File: config.mk
export PLATFORM = sky130hd
export DESIGN_NAME = data_sram_bridge
export DESIGN_NICKNAME = d
export VERILOG_FILES = /design/src/rtl/data_sram_bridge_pkg.sv /design/src/rtl/data_sram_bridge_fifo.sv /design/src/rtl/data_sram_bridge.sv
export SDC_FILE = /design/constraint.sdc
export NUM_CORES = 1
export LEC_CHECK = 0
export BUFFER_PORTS_ARGS = -buffer_cell sky130_fd_sc_hd__buf_4
export CAP_MARGIN = 15
export CORE_AREA = 5 5 133 103
export CTS_BUF_LIST = sky130_fd_sc_hd__clkbuf_8
export DETAILED_ROUTE_END_ITERATION = 8
export DIE_AREA = 0 0 138 108
export PLACE_DENSITY = 0.7
export SLEW_MARGIN = 10
export SYNTH_ARGS = -nofsm -noshare
export SYNTH_HDL_FRONTEND = slang
export SYNTH_SLANG_ARGS = --single-unit
File: constraint.sdc
create_clock -name clk -period 3.44 [get_ports clk]
set_input_delay 0.172 -clock clk [delete_from_list [all_inputs] [get_ports clk]]
set_output_delay 0.172 -clock clk [all_outputs]
set_load 0.02 [all_outputs]
File: src/rtl/data_sram_bridge_pkg.sv
// -----------------------------------------------------------------------------
// data_sram_bridge_pkg
// Shared definitions for the data-side SRAM bridge:
//   - FSM state encoding (IDLE / ISSUE / WAIT / RESP)
//   - request-queue entry field widths (the address field width is a bridge
//     parameter, so only the fixed-width fields live here)
//   - seed and step function of the optional random-stall LFSR
// -----------------------------------------------------------------------------
package data_sram_bridge_pkg;

    typedef enum logic [1:0] {
        ST_IDLE  = 2'd0,
        ST_ISSUE = 2'd1,
        ST_WAIT  = 2'd2,
        ST_RESP  = 2'd3
    } dsb_state_e;

    // Queue entry layout, MSB first: {wr, wstrb, word_addr, wdata}
    localparam int DSB_WR_W    = 1;
    localparam int DSB_WSTRB_W = 4;
    localparam int DSB_DATA_W  = 32;

    localparam logic [15:0] DSB_LFSR_SEED = 16'hACE1;

    // Fibonacci LFSR, taps 16/14/13/11 (maximal length), shifting right.
    function automatic logic [15:0] dsb_lfsr_next(input logic [15:0] s);
        logic fb;
        fb = s[0] ^ s[2] ^ s[3] ^ s[5];
        return {fb, s[15:1]};
    endfunction

endpackage

File: src/rtl/data_sram_bridge_fifo.sv
// -----------------------------------------------------------------------------
// dsb_req_fifo
// Small request queue of DEPTH entries (DEPTH a power of two, >= 2).
// Pointers carry one extra wrap bit so full and empty are distinguishable.
// The head is read asynchronously: the FSM needs the head entry in the same
// cycle the pointer moves, and the queue is only a handful of entries deep.
// Ports:
//   clk, reset         clock, synchronous active-high reset (empties queue)
//   push, din          write din at the tail (caller guarantees !full)
//   pop                drop the head entry (caller guarantees !empty)
//   full, empty        occupancy flags
//   head               current head entry
//   count              current occupancy
// -----------------------------------------------------------------------------
module dsb_req_fifo #(
    parameter int W     = 53,
    parameter int DEPTH = 2
) (
    input  logic                     clk,
    input  logic                     reset,
    input  logic                     push,
    input  logic                     pop,
    input  logic [W-1:0]             din,
    output logic                     full,
    output logic                     empty,
    output logic [W-1:0]             head,
    output logic [$clog2(DEPTH):0]   count
);
    localparam int PW = $clog2(DEPTH);
    localparam logic [PW:0] PTR_ONE = {{PW{1'b0}}, 1'b1};

    logic [W-1:0] mem_reg [DEPTH];
    logic [PW:0]  wr_ptr_reg;
    logic [PW:0]  rd_ptr_reg;

    always_ff @(posedge clk) begin
        if (reset) begin
            wr_ptr_reg <= '0;
            rd_ptr_reg <= '0;
        end else begin
            if (push) begin
                wr_ptr_reg <= wr_ptr_reg + PTR_ONE;
            end
            if (pop) begin
                rd_ptr_reg <= rd_ptr_reg + PTR_ONE;
            end
        end
    end

    // Entry storage is not reset; validity is tracked by the pointers alone.
    always_ff @(posedge clk) begin
        if (push) begin
            mem_reg[wr_ptr_reg[PW-1:0]] <= din;
        end
    end

    assign head  = mem_reg[rd_ptr_reg[PW-1:0]];
    assign count = wr_ptr_reg - rd_ptr_reg;
    assign empty = (wr_ptr_reg == rd_ptr_reg);
    assign full  = (wr_ptr_reg[PW] != rd_ptr_reg[PW]) &&
                   (wr_ptr_reg[PW-1:0] == rd_ptr_reg[PW-1:0]);

endmodule

File: src/rtl/data_sram_bridge.sv
// -----------------------------------------------------------------------------
// data_sram_bridge
// Bridges the CPU MEM-stage request/response handshake onto a simple
// synchronous SRAM port with a fixed read latency of LAT cycles.
// Requests are queued (QDEPTH entries) and serviced strictly in order by a
// four-state FSM: IDLE -> ISSUE -> (WAIT x LAT-1) -> RESP.
// Build option: define DSB_RAND_DELAY_EN to add an LFSR-driven stall that
// throttles request acceptance and occasionally holds the FSM in IDLE.
// Parameters: RAM_AW (word-address width), QDEPTH (queue depth), LAT (1..4)
// Ports:
//   clk, reset                          clock, synchronous active-high reset
//   data_req/wr/size/wstrb/addr/wdata   request from MEM stage
//   data_addr_ok                        request accepted this cycle
//   data_data_ok, data_rdata            one-cycle response pulse and data
//   ram_en/wen/addr/wdata               SRAM command (valid in ISSUE only)
//   ram_rdata                           SRAM read data, LAT cycles after ram_en
// -----------------------------------------------------------------------------
module data_sram_bridge
    import data_sram_bridge_pkg::*;
#(
    parameter int RAM_AW = 16,
    parameter int QDEPTH = 2,
    parameter int LAT    = 1
) (
    input  logic              clk,
    input  logic              reset,
    input  logic              data_req,
    input  logic              data_wr,
    input  logic [1:0]        data_size,
    input  logic [3:0]        data_wstrb,
    input  logic [31:0]       data_addr,
    input  logic [31:0]       data_wdata,
    output logic              data_addr_ok,
    output logic [31:0]       data_rdata,
    output logic              data_data_ok,
    output logic              ram_en,
    output logic [3:0]        ram_wen,
    output logic [RAM_AW-1:0] ram_addr,
    output logic [31:0]       ram_wdata,
    input  logic [31:0]       ram_rdata
);
    localparam int EW = DSB_WR_W + DSB_WSTRB_W + RAM_AW + DSB_DATA_W;
    localparam int CW = $clog2(QDEPTH) + 1;
    localparam logic [CW-1:0] CNT_ONE = CW'(1);
    localparam logic [2:0]    LAT_M1  = 3'(LAT - 1);

    // ---------------------------------------------------------------- stall
    logic stall;
`ifdef DSB_RAND_DELAY_EN
    logic [15:0] lfsr_reg;
    always_ff @(posedge clk) begin
        if (reset) begin
            lfsr_reg <= DSB_LFSR_SEED;
        end else begin
            lfsr_reg <= dsb_lfsr_next(lfsr_reg);
        end
    end
    assign stall = lfsr_reg[0];
`else
    assign stall = 1'b0;
`endif

    // ---------------------------------------------------------------- queue
    logic          q_full;
    logic          q_empty;
    logic          q_push;
    logic          q_pop;
    logic [EW-1:0] q_din;
    logic [EW-1:0] q_head;
    logic [CW-1:0] q_count;

    dsb_state_e    state_reg;
    logic [2:0]    cnt_reg;

    // Acceptance only looks at the registered full flag, never at a pop
    // happening in the same cycle, which keeps addr_ok off the FSM path.
    assign data_addr_ok = data_req & ~q_full & ~stall & ~reset;
    assign q_push       = data_addr_ok;
    assign q_pop        = (state_reg == ST_RESP);
    // Word address keeps only RAM_AW bits, so it wraps modulo 2^RAM_AW.
    assign q_din        = {data_wr, data_wstrb, data_addr[RAM_AW+1:2], data_wdata};

    dsb_req_fifo #(
        .W     (EW),
        .DEPTH (QDEPTH)
    ) u_fifo (
        .clk   (clk),
        .reset (reset),
        .push  (q_push),
        .pop   (q_pop),
        .din   (q_din),
        .full  (q_full),
        .empty (q_empty),
        .head  (q_head),
        .count (q_count)
    );

    logic              head_wr;
    logic [3:0]        head_wstrb;
    logic [RAM_AW-1:0] head_addr;
    logic [31:0]       head_wdata;

    assign head_wr    = q_head[EW-1];
    assign head_wstrb = q_head[EW-2 -: DSB_WSTRB_W];
    assign head_addr  = q_head[DSB_DATA_W +: RAM_AW];
    assign head_wdata = q_head[DSB_DATA_W-1:0];

    // Only the request size is informational; the high/low address bits
    // outside the word address are deliberately ignored.
    logic unused_inputs;
    assign unused_inputs = ^{data_size, data_addr[31:RAM_AW+2], data_addr[1:0]};

    // ---------------------------------------------------------------- FSM
    always_ff @(posedge clk) begin
        if (reset) begin
            state_reg <= ST_IDLE;
            cnt_reg   <= 3'd0;
        end else begin
            case (state_reg)
                ST_IDLE: begin
                    if (!q_empty && !stall) begin
                        state_reg <= ST_ISSUE;
                    end
                end
                ST_ISSUE: begin
                    if (LAT == 1) begin
                        state_reg <= ST_RESP;
                    end else begin
                        state_reg <= ST_WAIT;
                        cnt_reg   <= LAT_M1;
                    end
                end
                ST_WAIT: begin
                    cnt_reg <= cnt_reg - 3'd1;
                    if (cnt_reg == 3'd1) begin
                        state_reg <= ST_RESP;
                    end
                end
                ST_RESP: begin
                    // Head is popped on this edge; a same-cycle push also
                    // counts as a remaining entry.
                    if ((q_count != CNT_ONE) || q_push) begin
                        state_reg <= ST_ISSUE;
                    end else begin
                        state_reg <= ST_IDLE;
                    end
                end
                default: state_reg <= ST_IDLE;
            endcase
        end
    end

    // ---------------------------------------------------------------- outputs
    // All outputs are pure decodes of the state register and the queue head,
    // forced to zero while reset is high.
    logic in_issue;
    logic in_resp;

    assign in_issue = (state_reg == ST_ISSUE) && !reset;
    assign in_resp  = (state_reg == ST_RESP)  && !reset;

    assign ram_en    = in_issue;
    assign ram_wen   = (in_issue && head_wr) ? head_wstrb : 4'b0000;
    assign ram_addr  = in_issue ? head_addr  : '0;
    assign ram_wdata = in_issue ? head_wdata : 32'h0;

    // The SRAM's own output register (LAT stages after ISSUE) is the response
    // register: its value lands exactly in the RESP cycle, so it is steered
    // straight to data_rdata there, and zeroed for writes.
    assign data_data_ok = in_resp;
    assign data_rdata   = (in_resp && !head_wr) ? ram_rdata : 32'h0;

endmodule
== Word level (Yosys, flattened, before mapping) ==
Memories as Yosys holds them, arrays and structs flattened. A register that Yosys moved wholly into a read port is not among the register bits.
Index checks and enable logic that the tools add are counted.
W data, S select, Z words.
Word-level totals
  flip-flop bits (word level): 9
  RAM bits: 106
  bits of input ports: 106
  output and inout port bits: 87
  word-level logic and storage cells: 45
  memories kept: 1
Cells by class
  add/sub/neg operators: 4
  equality and inequality tests: 10
  mux-type cells: 12
  bitwise logic cells: 4
  reduce and logical (&&, ||, !) cells: 10
Memories
  u_fifo.mem_reg: words 2, bits a word 53, rd ports 1, clocked after memory_dff 1, write ports 1, line data_sram_bridge_fifo.sv:32  | logic [W-1:0] mem_reg [DEPTH];
Operator list (count)
  $mux W32: 2
  $mux W16: 1
  $pmux W2 S4: 1
  $logic_and A1 B1 Y1: 5
  $mux W1: 5
  $add A2 B1 Y2 const B: 2
  $eq A2 B2 Y1 const B: 2
  $mux W2: 2
  $mux W4: 1
  $ne A2 B2 Y1 const B: 2
  $eq A3 B1 Y1 const B: 1
  $sub A3 B1 Y3 const B: 1
  $and A1 B1 Y1: 2
  $eq A2 B1 Y1 const B: 1
  $eq A2 B2 Y1: 1
  $logic_not A1 Y1: 2
  $logic_not A2 Y1: 1
  $ne A2 B1 Y1 const B: 1
  $not A1 Y1: 2
  $reduce_and A2 Y1: 1
  $sub A2 B2 Y2: 1
  $eq A1 B1 Y1: 1
  $logic_or A1 B1 Y1: 1
  $ne A1 B1 Y1: 1

== Depth between registers and ports, before layout ==
  depth in word-level cells: 8
  depth in mapped cells: 6

== Cells and area by module ==
A second synthesis with hierarchy kept.
Unflattened totals
  cell total of the unflattened synthesis: 322
  area, all modules: 5265.0 µm²
By module, submodules not included
  dsb_req_fifo: times used 1, cells each 190, area an instance 4312.9 µm², sequential area each 3283.1 µm²
  data_sram_bridge: times used 1, cells each 132, area an instance 952.2 µm², sequential area each 100.1 µm²

== Worst setup path before layout ==
No wires, ideal clock.
  kind: reg-to-reg
  from: register u_fifo.wr_ptr_reg[0]
  to: memory u_fifo.mem_reg[1][0] (enable)
  setup time: 0.461 ns
  data arrival time: 2.997 ns
  required time: 2.979 ns
  setup slack: -0.018 ns
  cell stages (with the launch flop): 4
  cell sequence: dfxtp_1 > inv_1 > ha_1 > a211oi_2
On the way
  cells in the longest elaborated chain, start to end: 7
Ends and longest elaborated chain
  start, declared: line data_sram_bridge_fifo.sv:33  | logic [PW:0] wr_ptr_reg;
  start signal, assigned: line data_sram_bridge_fifo.sv:42  | wr_ptr_reg <= wr_ptr_reg + PTR_ONE;
  $eq A1 B1 Y1: line data_sram_bridge_fifo.sv:61  | (wr_ptr_reg[PW-1:0] == rd_ptr_reg[PW-1:0]);
  $logic_and A1 B1 Y1: line data_sram_bridge_fifo.sv:60  | assign full = (wr_ptr_reg[PW] != rd_ptr_reg[PW]) &&
  $not A1 Y1: line data_sram_bridge.sv:77  | assign data_addr_ok = data_req & ~q_full & ~stall & ~reset;
  $and A1 B1 Y1 (2 in a row): line data_sram_bridge.sv:77
  $mux W1: line data_sram_bridge_fifo.sv:52  | if (push) begin
  $mux W1 (not written as such): line data_sram_bridge_fifo.sv:53  | mem_reg[wr_ptr_reg[PW-1:0]] <= din;
  end, declared: line data_sram_bridge_fifo.sv:32
Several ways; a longest one is shown, not always the timed one.

== Worst setup path in the final report ==
  from: register u_fifo.wr_ptr_reg[0]
  to: memory u_fifo.mem_reg[0][15] (enable)
Same word-level chain as after synthesis.

==> impl_metrics.json <==
{
  "crit_family": "simple AND/OR/NAND/NOR gates",
  "path_depth": 5,
  "pwr-share-seq_pct": 44.5,
  "gr-total-overflow": 0,
  "grt_pass1_vias": 3639,
  "syn_nets": 440,
  "dpl.hpwl_um": 7500,
  "synth_top_area_cell": "edfxtp_1",
  "cts_buffers": 17,
  "crit_path_end_kind": "flop",
  "via_per_inst": 4.58,
  "min_period_over_period_pct": 69.7,
  "yosysWarnings": 0,
  "fillers": 965,
  "p_comb_share_pct": 23.7,
  "rows": 35,
  "ys_seq_area_share_pct": 70.8,
  "synth_ff_type": "edfxtp_1",
  "drt_iter0_drc": 126,
  "synthTopCellsByArea": "edfxtp_1 67%, mux2i_1 10%, nor2_1 4.6%",
  "grt_max_degree": 54,
  "postCtsSetupBuffers": 0,
  "yosys-top-cells-count": "106 x edfxtp_1, 59 x nor2_1, 50 x mux2i_1",
  "hold_depth": 5,
  "skew_ns": 0.00818,
  "status": "completed",
  "cp_data_arrival_time_ns": 2.51,
  "p_sw_mw": 1.07,
  "finalWirelength_um": 11500,
  "crit_end": "u_fifo.mem_reg[0][15]",
  "power_mw": 3.85,
  "synth_edf_count": 106,
  "cts_tree": "built",
  "worst_path_max_delay_cell": "and2_2",
  "antenna_left": 0,
  "path_class": "reg2reg",
  "die_h_um": 108,
  "relSlewSlack_pct": 51.2,
  "powerDensity_nw_per_um2": 532,
  "io_pins": 193,
  "die_w_um": 138,
  "yosysTopAreaCellShare_pct": 66.6,
  "clk_pin_slew_worst_paths_ns": 0.06,
  "cts-htree-levels": 4,
  "syn_inst": 326,
  "seq_area_um2": 3390,
  "multi_input_area_um2": 1290,
  "r2r_setup_slack_ns": 1.04,
  "finalSetupViolCount": 0,
  "crit_path_start_kind": "flop",
  "drv_cap": 0,
  "hp-class": "in2reg",
  "path_cells": "inv_1 > ha_1 > a21oi_1 > and2_2 > buf_12",
  "cts_sinks": 116,
  "antenna_found_initial": 0,
  "final_nets": 674,
  "internal-power_mw": 2.78,
  "synth_seq_cells": 116,
  "yosysUniqueCellTypes": 24,
  "place.gp.congestion": 0.812,
  "yosysMostFrequentCell": "edfxtp_1",
  "swShare_pct": 27.8,
  "reg2reg_depth": 5,
  "critPathBufInv": 2,
  "grt_pass1_wl_um": 18200,
  "fp.dieArea_um2": 14900,
  "r2r_end": "u_fifo.mem_reg[0][15]",
  "p_clk_share_pct": 31.8,
  "grt_use_total_pct": 15.5,
  "min_period_ns": 2.40,
  "netlist_area_um2": 4780,
  "clock_path_buffers": 2,
  "largest_register_ffs": 106,
  "worstPathRequired_ns": 3.55,
  "finalHoldViolations": 0,
  "areaGrowthSynthToFinish_pct": 51.5,
  "drc": 0,
  "drive_above_1_share_pct": 37.9,
  "crit_path_start": "u_fifo.wr_ptr_reg[0]",
  "routed-via-count": 3384,
  "reg2reg_from": "u_fifo.wr_ptr_reg[0]",
  "leakage_nw": 2.95,
  "maxSlewViolCount": 0,
  "vdd_ir_drop_max_uv": 367,
  "rsz0062_at_grt": "false",
  "start_util_pct": 39.2,
  "synthArstFlopShare_pct": 0,
  "crit_fanout": 27,
  "finalSetupTns_ns": 0,
  "port_buffers": 174,
  "cts_root_buf": "clkbuf_8",
  "clk_latency_ns": 0.42,
  "core_area_um2": 12200,
  "syn_area_per_cell_um2": 14.7,
  "worst_slew_pin_slew_ns": 0.731,
  "diodes": 0,
  "firstDrtPassIters": 4,
  "wl_per_cell_um": 15.6,
  "fmax_mhz": 417,
  "slowest_delay_ns": 0.67
}
==> area by class of cell <==
class / count / share of cell area [%]
Clock buffer: 21 / 3.99
Sequential cell: 116 / 46.8
Inverter: 6 / 0.311
Clock inverter: 11 / 1.52
Multi-Input combinational cell: 184 / 17.8
Timing Repair Buffer: 235 / 26.7
Tap cell: 166 / 2.87
==> cells in the final DEF (no fill, tap or decap) <==
cell / count
buf_4: 179
edfxtp_1: 106
nor2_1: 59
dlygate4sd3_1: 54
mux2i_1: 50
and3_1: 32
clkbuf_8: 21
dfxtp_1: 9
inv_1: 8
ha_1: 8
nand3_1: 5
a21oi_1: 5
xnor2_1: 5
nand3b_1: 4
clkinv_2: 4
xor2_1: 3
clkinvlp_4: 3
nand2b_1: 2
a211oi_1: 2
nand2_1: 2
bufinv_16: 2
nor2b_1: 1
nand2b_2: 1
and2_2: 1
a211oi_4: 1
a32oi_2: 1
nand4b_1: 1
a311oi_2: 1
dfxtp_4: 1
buf_16: 1
buf_12: 1
==> kinds of logic (layout without fill, tap and decap cells) <==
| kind of cell | Yosys count | count (layout) | share of synthesized area [%] |
|---|---|---|---|
| adders and majority gates | 8 | 8 | 2.09 |
| xor gates and xnor gates | 8 | 8 | 1.47 |
| and+or+nand+nor | 108 | 108 | 11.0 |
| muxes | 50 | 50 | 10.5 |
| buffers and inverters | 26 | 273 | 2.44 |
| AOI/OAI and AO/OA | 10 | 10 | 1.75 |
| DFF | 116 | 116 | 70.8 |
==> power groups by stage <==
stage	registers, mW	clock network, mW	logic (mW)
after floorplan	1.69	0	0.562
after global placement	1.74	0	0.828
after detailed placement	1.74	0	0.847
after CTS	1.71	1.27	0.903
after global routing	1.72	1.32	0.992
final	1.71	1.22	0.914
==> stage by stage <==
stage / setup slack [ns] / area [um2] / utilization, % / hold slack, ns / cells
floorplan: 0.429 / 4790 / - / 0.271 / 326
global placement: 1.10 / 6270 / 51.5 / 0.357 / 652
detailed placement: 1.05 / 6270 / 51.5 / 0.360 / 652
CTS: 0.893 / 7210 / 59.2 / 0.351 / 738
global route: 0.885 / 7240 / 59.5 / 0.407 / 739
finish: 1.04 / 7240 / 59.5 / 0.393 / 739
==> per-layer routing <==
layer	wire, um	up-vias	GRT usage (%)
li1	-	1657	-
met4	134	0	7.40
met2	6010	99	27.8
met3	537	10	3.93
met5	0	-	0
met1	4840	1618	17.4
==> worst min path at each step <==
| stage | slack [ns] | startpoint | to |
|---|---|---|---|
| after floorplan | 0.27 | data_wdata[0] | u_fifo.mem_reg[0][0] |
| after detailed placement | 0.36 | data_wdata[13] | u_fifo.mem_reg[0][13] |
| after CTS | 0.35 | data_req | u_fifo.wr_ptr_reg[0] |
| after global placement | 0.36 | data_wdata[21] | u_fifo.mem_reg[0][21] |
| after global routing | 0.41 | data_req | u_fifo.wr_ptr_reg[0] |
| final | 0.39 | data_req | u_fifo.wr_ptr_reg[0] |
==> worst reg2reg max path, stage by stage (launching register included) <==
cell and delay, ns:
dfxtp_1 0.35, inv_1 0.11, ha_1 0.39, a21oi_1 0.26, and2_2 0.67, buf_12 0.30
==> timing repair <==
| action | in CTS | in global routing |
|---|---|---|
| gates resized for setup | 0 | 0 |
| endpoints found under the hold margin | 116 | 0 |
| hold buffers | 54 | 0 |
Power figures use the tool's default switching activity.
